**config.mk**
```make
export PLATFORM = sky130hd
export DESIGN_NAME = extmem_initiator_flat
export DESIGN_NICKNAME = d
export VERILOG_FILES = /design/src/rtl/extmem_pkg.sv /design/src/rtl/extmem_initiator_if.sv /design/src/rtl/extmem_initiator_sync_fifo.sv /design/src/rtl/extmem_initiator.sv /design/src/flat_wrapper.sv
export SDC_FILE = /design/constraint.sdc
export NUM_CORES = 1
export LEC_CHECK = 0
export CORE_MARGIN = 2
export CORE_UTILIZATION = 63
export DETAILED_ROUTE_END_ITERATION = 16
export DONT_BUFFER_PORTS = 1
export GPL_TIMING_DRIVEN = 0
export PLACE_DENSITY = 0.8
export SETUP_SLACK_MARGIN = 0.15
export SLEW_MARGIN = 25
export SYNTH_ARGS = -nofsm -noshare
export SYNTH_HDL_FRONTEND = slang
export SYNTH_SLANG_ARGS = --single-unit
```
**constraint.sdc**
```tcl
create_clock -name clk -period 17.5 [get_ports clk]
set_input_delay 1.75 -clock clk [delete_from_list [all_inputs] [get_ports clk]]
set_output_delay 1.75 -clock clk [all_outputs]
set_load 0.01 [all_outputs]
```
**src/rtl/extmem_pkg.sv**
```systemverilog
// Shared widths, command record and small enums for the external-memory initiator.
package extmem_pkg;

  localparam int unsigned CMD_DEPTH_DEF     = 4;
  localparam int unsigned DATA_WIDTH_DEF    = 128;
  localparam int unsigned TAG_WIDTH_DEF     = 2;
  localparam int unsigned ADDRESS_WIDTH_DEF = 32;
  localparam int unsigned BE_WIDTH_DEF      = DATA_WIDTH_DEF / 8;
  localparam int unsigned TAG_COUNT         = 1 << TAG_WIDTH_DEF;

  typedef struct packed {
    logic                         w;
    logic [ADDRESS_WIDTH_DEF-1:0] a;
    logic [DATA_WIDTH_DEF-1:0]    d;
    logic [BE_WIDTH_DEF-1:0]      be;
  } cmd_t;

  // Cycles left in which a stray bank response is dropped without flagging err.
  typedef enum logic [1:0] {
    DRAIN_OFF = 2'd0,
    DRAIN_ONE = 2'd1,
    DRAIN_TWO = 2'd2
  } drain_e;

endpackage

```
**src/rtl/extmem_initiator_if.sv**
```systemverilog
// Client command/response stream and bank command bus, each with master/slave views.
interface extmem_cmd_if
  import extmem_pkg::*;
#(
  parameter int unsigned DATA_WIDTH    = DATA_WIDTH_DEF,
  parameter int unsigned TAG_WIDTH     = TAG_WIDTH_DEF,
  parameter int unsigned ADDRESS_WIDTH = ADDRESS_WIDTH_DEF,
  parameter int unsigned BE_WIDTH      = BE_WIDTH_DEF
) ();
  logic                     cmd_valid;
  logic                     cmd_ready;
  logic                     cmd_w;
  logic [ADDRESS_WIDTH-1:0] cmd_a;
  logic [DATA_WIDTH-1:0]    cmd_d;
  logic [BE_WIDTH-1:0]      cmd_be;
  logic                     rsp_valid;
  logic [DATA_WIDTH-1:0]    rsp_data;
  logic [TAG_WIDTH-1:0]     rsp_tag;
  logic                     err;

  modport master (
    output cmd_valid, cmd_w, cmd_a, cmd_d, cmd_be,
    input  cmd_ready, rsp_valid, rsp_data, rsp_tag, err
  );
  modport slave (
    input  cmd_valid, cmd_w, cmd_a, cmd_d, cmd_be,
    output cmd_ready, rsp_valid, rsp_data, rsp_tag, err
  );
endinterface

interface extmem_bank_if
  import extmem_pkg::*;
#(
  parameter int unsigned DATA_WIDTH    = DATA_WIDTH_DEF,
  parameter int unsigned TAG_WIDTH     = TAG_WIDTH_DEF,
  parameter int unsigned ADDRESS_WIDTH = ADDRESS_WIDTH_DEF,
  parameter int unsigned BE_WIDTH      = BE_WIDTH_DEF
) ();
  logic                     req;
  logic                     ready;
  logic                     ce;
  logic                     w;
  logic [ADDRESS_WIDTH-1:0] a;
  logic [TAG_WIDTH-1:0]     tag;
  logic [DATA_WIDTH-1:0]    d;
  logic [BE_WIDTH-1:0]      be;
  logic                     valid;
  logic [DATA_WIDTH-1:0]    q;
  logic [TAG_WIDTH-1:0]     qtag;

  modport master (
    output req, ce, w, a, tag, d, be,
    input  ready, valid, q, qtag
  );
  modport slave (
    input  req, ce, w, a, tag, d, be,
    output ready, valid, q, qtag
  );
endinterface

```
**src/rtl/extmem_initiator_sync_fifo.sv**
```systemverilog
// Single-clock FIFO with registered full/empty flags; head is visible combinationally.
module sync_fifo #(
  parameter int unsigned WIDTH = 8,
  parameter int unsigned DEPTH = 4
) (
  input  logic             clk_i,
  input  logic             rst_i,
  input  logic             push_i,
  input  logic [WIDTH-1:0] wdata_i,
  input  logic             pop_i,
  output logic [WIDTH-1:0] rdata_o,
  output logic             full_o,
  output logic             empty_o
);
  localparam int unsigned AW = (DEPTH > 1) ? $clog2(DEPTH) : 1;
  localparam int unsigned CW = AW + 1;

  logic [WIDTH-1:0] mem_q [DEPTH];
  logic [AW-1:0]    wr_ptr_q, rd_ptr_q;
  logic [CW-1:0]    count_q, count_d;
  logic             full_q, empty_q;
  logic             do_push, do_pop;

  assign do_push = push_i & ~full_q;
  assign do_pop  = pop_i & ~empty_q;

  always_comb begin
    count_d = count_q;
    unique case ({do_push, do_pop})
      2'b10:   count_d = count_q + CW'(1);
      2'b01:   count_d = count_q - CW'(1);
      default: count_d = count_q;
    endcase
  end

  always_ff @(posedge clk_i) begin
    if (rst_i) begin
      wr_ptr_q <= '0;
      rd_ptr_q <= '0;
      count_q  <= '0;
      full_q   <= 1'b0;
      empty_q  <= 1'b1;
      for (int unsigned i = 0; i < DEPTH; i++) mem_q[i] <= '0;
    end else begin
      if (do_push) begin
        mem_q[wr_ptr_q] <= wdata_i;
        wr_ptr_q        <= wr_ptr_q + AW'(1);
      end
      if (do_pop) rd_ptr_q <= rd_ptr_q + AW'(1);
      count_q <= count_d;
      full_q  <= (count_d == CW'(DEPTH));
      empty_q <= (count_d == '0);
    end
  end

  assign rdata_o = mem_q[rd_ptr_q];
  assign full_o  = full_q;
  assign empty_o = empty_q;
endmodule

```
**src/rtl/extmem_initiator.sv**
```systemverilog
// Buffers client commands, issues them to one memory bank port and returns tagged read data.
module extmem_initiator
  import extmem_pkg::*;
#(
  parameter int unsigned CMD_DEPTH     = CMD_DEPTH_DEF,
  parameter int unsigned DATA_WIDTH    = DATA_WIDTH_DEF,
  parameter int unsigned TAG_WIDTH     = TAG_WIDTH_DEF,
  parameter int unsigned ADDRESS_WIDTH = ADDRESS_WIDTH_DEF,
  parameter int unsigned BE_WIDTH      = BE_WIDTH_DEF
) (
  input logic           clk,
  input logic           rst,
  extmem_cmd_if.slave   client,
  extmem_bank_if.master bank
);
  localparam int unsigned CMD_W = 1 + ADDRESS_WIDTH + DATA_WIDTH + BE_WIDTH;
  localparam int unsigned TAGS  = 1 << TAG_WIDTH;

  logic [CMD_W-1:0]         head;
  logic                     head_w;
  logic [ADDRESS_WIDTH-1:0] head_a;
  logic [DATA_WIDTH-1:0]    head_d;
  logic [BE_WIDTH-1:0]      head_be;
  logic                     cmd_full, cmd_empty, cmd_push;
  logic [TAG_WIDTH-1:0]     exp_tag;
  logic                     tag_full, tag_empty;
  logic                     issue, rsp_take, tag_mismatch, unexpected;

  logic [TAG_WIDTH-1:0]     tag_q;
  logic                     rsp_valid_q;
  logic [DATA_WIDTH-1:0]    rsp_data_q;
  logic [TAG_WIDTH-1:0]     rsp_tag_q;
  logic                     err_q;
  drain_e                   drain_q;

  assign cmd_push = client.cmd_valid & ~cmd_full;

  sync_fifo #(.WIDTH(CMD_W), .DEPTH(CMD_DEPTH)) u_cmd_fifo (
    .clk_i   (clk),
    .rst_i   (rst),
    .push_i  (cmd_push),
    .wdata_i ({client.cmd_w, client.cmd_a, client.cmd_d, client.cmd_be}),
    .pop_i   (issue),
    .rdata_o (head),
    .full_o  (cmd_full),
    .empty_o (cmd_empty)
  );

  assign {head_w, head_a, head_d, head_be} = head;

  // A read may only leave once a slot in the expected-tag FIFO is guaranteed.
  assign issue = bank.ready & ~cmd_empty & ~(~head_w & tag_full) & ~rst;

  sync_fifo #(.WIDTH(TAG_WIDTH), .DEPTH(TAGS)) u_tag_fifo (
    .clk_i   (clk),
    .rst_i   (rst),
    .push_i  (issue & ~head_w),
    .wdata_i (tag_q),
    .pop_i   (rsp_take),
    .rdata_o (exp_tag),
    .full_o  (tag_full),
    .empty_o (tag_empty)
  );

  assign rsp_take     = bank.valid & ~tag_empty;
  assign tag_mismatch = rsp_take & (bank.qtag != exp_tag);
  assign unexpected   = bank.valid & tag_empty & (drain_q == DRAIN_OFF);

  always_ff @(posedge clk) begin
    if (rst) begin
      tag_q       <= '0;
      rsp_valid_q <= 1'b0;
      rsp_data_q  <= '0;
      rsp_tag_q   <= '0;
      err_q       <= 1'b0;
      drain_q     <= DRAIN_TWO;
    end else begin
      if (issue) tag_q <= tag_q + TAG_WIDTH'(1);
      rsp_valid_q <= rsp_take;
      if (rsp_take) begin
        rsp_data_q <= bank.q;
        rsp_tag_q  <= bank.qtag;
      end
      if (tag_mismatch | unexpected) err_q <= 1'b1;
      unique case (drain_q)
        DRAIN_TWO: drain_q <= DRAIN_ONE;
        DRAIN_ONE: drain_q <= DRAIN_OFF;
        default:   drain_q <= DRAIN_OFF;
      endcase
    end
  end

  assign client.cmd_ready = ~cmd_full;
  assign client.rsp_valid = rsp_valid_q;
  assign client.rsp_data  = rsp_data_q;
  assign client.rsp_tag   = rsp_tag_q;
  assign client.err       = err_q;

  assign bank.req = ~cmd_empty;
  assign bank.ce  = issue;
  assign bank.w   = head_w;
  assign bank.a   = head_a;
  assign bank.d   = head_d;
  assign bank.be  = head_be;
  assign bank.tag = tag_q;
endmodule

```
**src/flat_wrapper.sv**
```systemverilog
// flat-port wrapper written by rule: the top's interface ports become plain ports
module extmem_initiator_flat import extmem_pkg::*;
#(
  parameter int unsigned CMD_DEPTH     = CMD_DEPTH_DEF,
  parameter int unsigned DATA_WIDTH    = DATA_WIDTH_DEF,
  parameter int unsigned TAG_WIDTH     = TAG_WIDTH_DEF,
  parameter int unsigned ADDRESS_WIDTH = ADDRESS_WIDTH_DEF,
  parameter int unsigned BE_WIDTH      = BE_WIDTH_DEF
)
  (clk, rst, client_cmd_valid, client_cmd_w, client_cmd_a, client_cmd_d, client_cmd_be, client_cmd_ready, client_rsp_valid, client_rsp_data, client_rsp_tag, client_err, bank_req, bank_ce, bank_w, bank_a, bank_tag, bank_d, bank_be, bank_ready, bank_valid, bank_q, bank_qtag);
  extmem_cmd_if #(.DATA_WIDTH(DATA_WIDTH), .TAG_WIDTH(TAG_WIDTH), .ADDRESS_WIDTH(ADDRESS_WIDTH), .BE_WIDTH(BE_WIDTH)) client_i ();
  extmem_bank_if #(.DATA_WIDTH(DATA_WIDTH), .TAG_WIDTH(TAG_WIDTH), .ADDRESS_WIDTH(ADDRESS_WIDTH), .BE_WIDTH(BE_WIDTH)) bank_i ();
  input logic clk;
  input logic rst;
  input wire logic [$bits(client_i.cmd_valid)-1:0] client_cmd_valid;
  input wire logic [$bits(client_i.cmd_w)-1:0] client_cmd_w;
  input wire logic [$bits(client_i.cmd_a)-1:0] client_cmd_a;
  input wire logic [$bits(client_i.cmd_d)-1:0] client_cmd_d;
  input wire logic [$bits(client_i.cmd_be)-1:0] client_cmd_be;
  output wire logic [$bits(client_i.cmd_ready)-1:0] client_cmd_ready;
  output wire logic [$bits(client_i.rsp_valid)-1:0] client_rsp_valid;
  output wire logic [$bits(client_i.rsp_data)-1:0] client_rsp_data;
  output wire logic [$bits(client_i.rsp_tag)-1:0] client_rsp_tag;
  output wire logic [$bits(client_i.err)-1:0] client_err;
  output wire logic [$bits(bank_i.req)-1:0] bank_req;
  output wire logic [$bits(bank_i.ce)-1:0] bank_ce;
  output wire logic [$bits(bank_i.w)-1:0] bank_w;
  output wire logic [$bits(bank_i.a)-1:0] bank_a;
  output wire logic [$bits(bank_i.tag)-1:0] bank_tag;
  output wire logic [$bits(bank_i.d)-1:0] bank_d;
  output wire logic [$bits(bank_i.be)-1:0] bank_be;
  input wire logic [$bits(bank_i.ready)-1:0] bank_ready;
  input wire logic [$bits(bank_i.valid)-1:0] bank_valid;
  input wire logic [$bits(bank_i.q)-1:0] bank_q;
  input wire logic [$bits(bank_i.qtag)-1:0] bank_qtag;
  assign client_i.cmd_valid = client_cmd_valid;
  assign client_i.cmd_w = client_cmd_w;
  assign client_i.cmd_a = client_cmd_a;
  assign client_i.cmd_d = client_cmd_d;
  assign client_i.cmd_be = client_cmd_be;
  assign client_cmd_ready = client_i.cmd_ready;
  assign client_rsp_valid = client_i.rsp_valid;
  assign client_rsp_data = client_i.rsp_data;
  assign client_rsp_tag = client_i.rsp_tag;
  assign client_err = client_i.err;
  assign bank_req = bank_i.req;
  assign bank_ce = bank_i.ce;
  assign bank_w = bank_i.w;
  assign bank_a = bank_i.a;
  assign bank_tag = bank_i.tag;
  assign bank_d = bank_i.d;
  assign bank_be = bank_i.be;
  assign bank_i.ready = bank_ready;
  assign bank_i.valid = bank_valid;
  assign bank_i.q = bank_q;
  assign bank_i.qtag = bank_qtag;
  extmem_initiator #(.CMD_DEPTH(CMD_DEPTH), .DATA_WIDTH(DATA_WIDTH), .TAG_WIDTH(TAG_WIDTH), .ADDRESS_WIDTH(ADDRESS_WIDTH), .BE_WIDTH(BE_WIDTH)) u_core (.clk(clk), .rst(rst), .client(client_i), .bank(bank_i));
endmodule
```
After elaboration in Yosys (flattened, before gate mapping):

Memories as Yosys holds them, arrays and structs flattened. A register that Yosys moved wholly into a read port is not among the register bits.
Cells that the tools add are included.

* RAM bits: 716
* logic and storage cells: 83
* output and inout port bits: 314
* input port bits: 312
* memories kept: 2
* flip-flop bits (word level): 154

* equality and inequality tests: 8
* reduce and logical (&&, ||, !) cells: 5
* add/sub/neg operators: 9
* bitwise logic cells: 22
* multiplexer cells: 21

Memory list
* u_core.u_cmd_fifo.mem_q: words 4, bits a word 177, rd ports 1, clocked after memory_dff 1, wr ports 4, RTL line extmem_initiator_sync_fifo.sv:18 `logic [WIDTH-1:0] mem_q [DEPTH];`
* u_core.u_tag_fifo.mem_q: words 4, bits a word 2, rd ports 1, clocked after memory_dff 1, wr ports 4, RTL line extmem_initiator_sync_fifo.sv:18

Operators with widths (count)
* 177-bit 2-to-1 mux: 1
* 177-bit OR reduction: 1
* 1-bit bitwise AND: 14
* 2-bit 2-to-1 mux: 7
* 3-bit one-hot mux with 2 select lines: 2
* 1-bit 2-to-1 mux: 11
* 2-bit by 1-bit adder with 2-bit output, second input constant: 5
* 1-bit NOT: 7
* 3-bit by 1-bit adder with 3-bit output, second input constant: 2
* 2-bit == test, second input constant: 3
* 3-bit == test, second input constant: 2
* 3-bit logical NOT: 2
* 3-bit by 1-bit subtractor with 3-bit output, second input constant: 2
* 2-bit by 1-bit == test with 1-bit output, second input constant: 2
* 2-bit logical NOT: 1
* 2-bit inequality test: 1
* 2-bit OR reduction: 1
* 1-bit OR: 1

Logic depth before layout (Yosys ltp):

* depth in word-level cells: 12
* mapped depth: 11
* gate-level depth less buffers: 8

Cells and area by module:

From an unflattened synthesis, not the netlist that was laid out.

* cell total of the unflattened synthesis: 2439
* area, all modules: 36388.6 um2

By module, submodules not included
* sync_fifo at u_core.u_cmd_fifo: instances 1, area each 30747.0 um2, cells an instance 1766, sequential area each 21480.6 um2
* extmem_initiator: instances 1, area each 4778.3 um2, cells an instance 595, sequential area each 2722.6 um2
* sync_fifo at u_core.u_tag_fifo: instances 1, area each 863.3 um2, cells an instance 78, sequential area each 460.4 um2

Least setup slack after synthesis:

OpenSTA, ideal clock, no wires.

* path kind: input to register
* start: input client_cmd_valid
* end: memory u_core.u_cmd_fifo.mem_q[2][0] in the netlist's numbering (enable)
* arrival: 14920 ps
* cell stages on the path: 3
* required time: 16529 ps
* setup slack: 1608 ps
* library setup time: 971 ps
* cell sequence: nor2b_1 -> inv_1 -> o31ai_1

RTL lines
* from (decl): RTL line flat_wrapper.sv:15 `input wire logic [$bits(client_i.cmd_valid)-1:0] client_cmd_valid;`
* to (decl): RTL line extmem_initiator_sync_fifo.sv:18

==> results.py <==
metrics = {
    "status": {
        "status": "complete, no violations",
    },
    "sta": {
        "hold_ws_ns": 0.448,
        "setup_viol": 0,
        "period_share_pct": 29.0,
        "final.min_clock_period_ns": 5.08,
        "rsz0062_at_grt": "false",
        "setup_tns_ns": 0,
        "worst_slew_pin_slew_ns": 1.06,
        "finClkSkew_ns": 0.0125,
        "hold_viol_final": 0,
        "max_freq_mhz": 197,
        "relSlewSlack_pct": 29.2,
        "slew_violations": 0,
        "timing.final.ws_setup_ns": 12.42,
    },
    "worst_hold_path": {
        "min_from": "u_core.drain_q[0]",
        "hold_depth": 1,
        "min_path_type": "reg -> reg",
        "hold_end": "u_core.drain_q[0]",
    },
    "worst_setup_path": {
        "cpMostUsedCell": "clkbuf_1",
        "worstRegToRegCells": 10,
        "cp_slowest_stage_delay_ns": 0.85,
        "crit_path_start_kind": "register",
        "arrival_ns": 3.33,
        "crit_chain": "clkbuf_1 > clkbuf_1 > clkbuf_1 > mux4_2",
        "critPathRequiredTime_ns": 15.75,
        "cp-end-kind": "output port",
        "reg2reg_to": "u_core.u_cmd_fifo.empty_o",
        "worstSetupPathType": "reg -> out",
        "r2r_setup_slack_ns": 14.24,
        "path_max_fanout": 10,
        "cp_slowest_cell": "clkbuf_1",
    },
    "synthesis": {
        "netlist_instances": 2435,
        "async_flop_share_pct": 0,
        "ys_seq_area_share_pct": 67.9,
        "synth_flop_cell": "edfxtp_1",
        "avgSynthCellArea_um2": 14.9,
        "yosys-top-cells-area": "edfxtp_1 (59%), and2_1 (12%), mux4_2 (11%)",
        "synth.net_count": 2751,
        "yosys.area.top_type": "edfxtp_1",
        "synth-warning-count": 0,
        "synth-seq-cells": 874,
        "synth_cell_types": 50,
        "syn_area_mm2": 0.0363,
        "synth_edf_count": 716,
        "yosysTopAreaCellShare_pct": 59.2,
    },
    "detailed_routing": {
        "vias_per_cell": 6.17,
        "ant_nets": 0,
        "drc": 0,
        "drt-wirelength-per-cell_um": 29.1,
        "drtIter0Drc": 1803,
        "first_pass_iters": 5,
        "vias": 21000,
        "wirelength_um": 98800,
    },
    "global_route": {
        "grt_overflow": 0,
        "grt_pass1_vias": 21800,
        "grt_pass1_wl_um": 143000,
        "grt_use_total_pct": 33.3,
        "antenna_found_initial": 4,
        "grt_start_max_net_pins": 42,
    },
    "placement": {
        "place_ws_ns": 12.62,
        "dp_hpwl_um": 70300,
        "place.gp.congestion": 0.944,
        "io_buffers": 0,
    },
    "clocking": {
        "cts_root_buf": "clkbuf_16",
        "post-cts-setup-buffer-count": 0,
        "clk_latency_ns": 0.62,
        "cts-htree-levels": 3,
        "cts_hold_buf": 0,
        "cts_buffers": 86,
        "cts_buffer_depth": 3,
        "cts.clk_slew.worst_paths_ns": 0.06,
        "cts_resized": 0,
        "clock_sinks": 874,
        "cts_tree": "built",
    },
    "power_and_ir_drop": {
        "power.leakage_nw": 14.7,
        "pwr_density_cell_mw_per_mm2": 117,
        "vdd_drop_max_v": 0.000111,
    },
    "finish": {
        "final_common_cell": "edfxtp_1",
        "final_cell_mix": "edfxtp_1 (716), and2_1 (713), nand2_1 (261)",
        "drive_gt1_share_pct": 16.3,
        "syn_to_final_growth_pct": 12.9,
        "final_nets": 2886,
        "post-route-util_pct": 72.3,
    },
    "run": {
        "drv_cap": 0,
    },
    "die": {
        "num_rows": 87,
        "core_area_mm2": 0.0567,
        "initial_core_util_pct": 64.0,
        "die_area_mm2": 0.0596,
        "pin_count": 626,
        "die_x_um": 244,
        "die-height_um": 244,
    },
}
## critical path: cells and delay by family (launching register included)
kind	cells	cell delay, ns
multiplexers	1	0.51
buffers and inverters	3	1.90
flip-flops	1	0.31
## flip-flops by register name, summed over array words and instances (netlist names), named ones only
name	cells
u_core.client.rsp_tag	2
u_core.bank.tag	2
u_core.u_cmd_fifo.full_o	1
u_core.u_tag_fifo.full_o	1
u_core.u_cmd_fifo.empty_o	1
u_core.u_tag_fifo.mem_q	8
u_core.drain_q	2
u_core.client.rsp_valid	1
u_core.client.rsp_data	128
u_core.u_tag_fifo.count_q	3
u_core.u_tag_fifo.wr_ptr_q	2
u_core.u_cmd_fifo.wr_ptr_q	2
u_core.u_tag_fifo.rd_ptr_q	2
u_core.client.err	1
u_core.u_tag_fifo.empty_o	1
u_core.u_cmd_fifo.mem_q	708
u_core.u_cmd_fifo.rd_ptr_q	2
u_core.u_cmd_fifo.count_q	3
## stage by stage
stage	std cells	power, mW	instance area [µm²]
2_1_floorplan	2435	2.88	36300
3_3_place_gp	3191	3.07	37300
3_5_place_dp	3238	3.05	38300
4_1_cts	3395	4.82	41000
5_1_grt	3397	4.94	41000
6_report	3398	4.81	41000
## layer usage
layer / wire (µm) / global-route usage (%) / up-vias
met5: 27 / 0 / -
met4: 5340 / 15.8 / 4
met3: 9980 / 9.86 / 244
met2: 51100 / 57.7 / 1074
met1: 32400 / 37.9 / 10600
li1: - / - / 9024
## kinds of logic after synthesis
| kind of cell | share of synthesized area, % |
|---|---|
| mux | 11.3 |
| buf+inv | 2.15 |
| compound gates | 2.36 |
| simple gates | 15.9 |
| xor+xnor | 0.217 |
| flops | 67.9 |
| fa+ha+maj | 0.179 |
## final cells by class
class / instances / area [µm²]
timing repair buffer: 47 / 972
buffer: 169 / 731
inverter: 13 / 48.8
clock inverter: 41 / 329
multi-input combinational: 1379 / 10900
antenna: 3 / 7.51
tap: 756 / 946
fill: 3481 / 15700
clock buffer: 116 / 2380
sequential: 874 / 24700
## cells in the mapped netlist (10+ instances only)
master,count
a21oi_1,134
buf_1,10
and2_1,713
clkbuf_2,38
clkbuf_1,94
edfxtp_1,716
nand2_1,261
mux4_2,179
nor2_1,17
buf_2,24
dfxtp_1,158
inv_1,12
## power breakdown
| group | switching, mW | internal (mW) | total, mW |
|---|---|---|---|
| clock network | 0.766 | 1.03 | 1.79 |
| logic | 0.317 | 0.200 | 0.517 |
| registers | 0.0843 | 2.41 | 2.50 |
| total | 1.17 | 3.64 | 4.81 |
## worst max path at each step
| stage | from | endpoint | slack [ns] | cells after the start |
|---|---|---|---|---|
| CTS | register | bank_d[36] | 12.44 | 4 |
| floorplan | client_cmd_valid | u_core.u_cmd_fifo.mem_q[2][0] | 1.61 | 3 |
| global route | register | bank_d[107] | 12.38 | 4 |
| detailed placement | rst | u_core.u_cmd_fifo.mem_q[0][60] | 12.62 | 8 |
| finish | register | bank_d[54] | 12.42 | 4 |
| global placement | client_cmd_valid | u_core.u_cmd_fifo.mem_q[2][60] | -8.68 | 3 |
No activity file was read; power rests on OpenSTA's default activity.
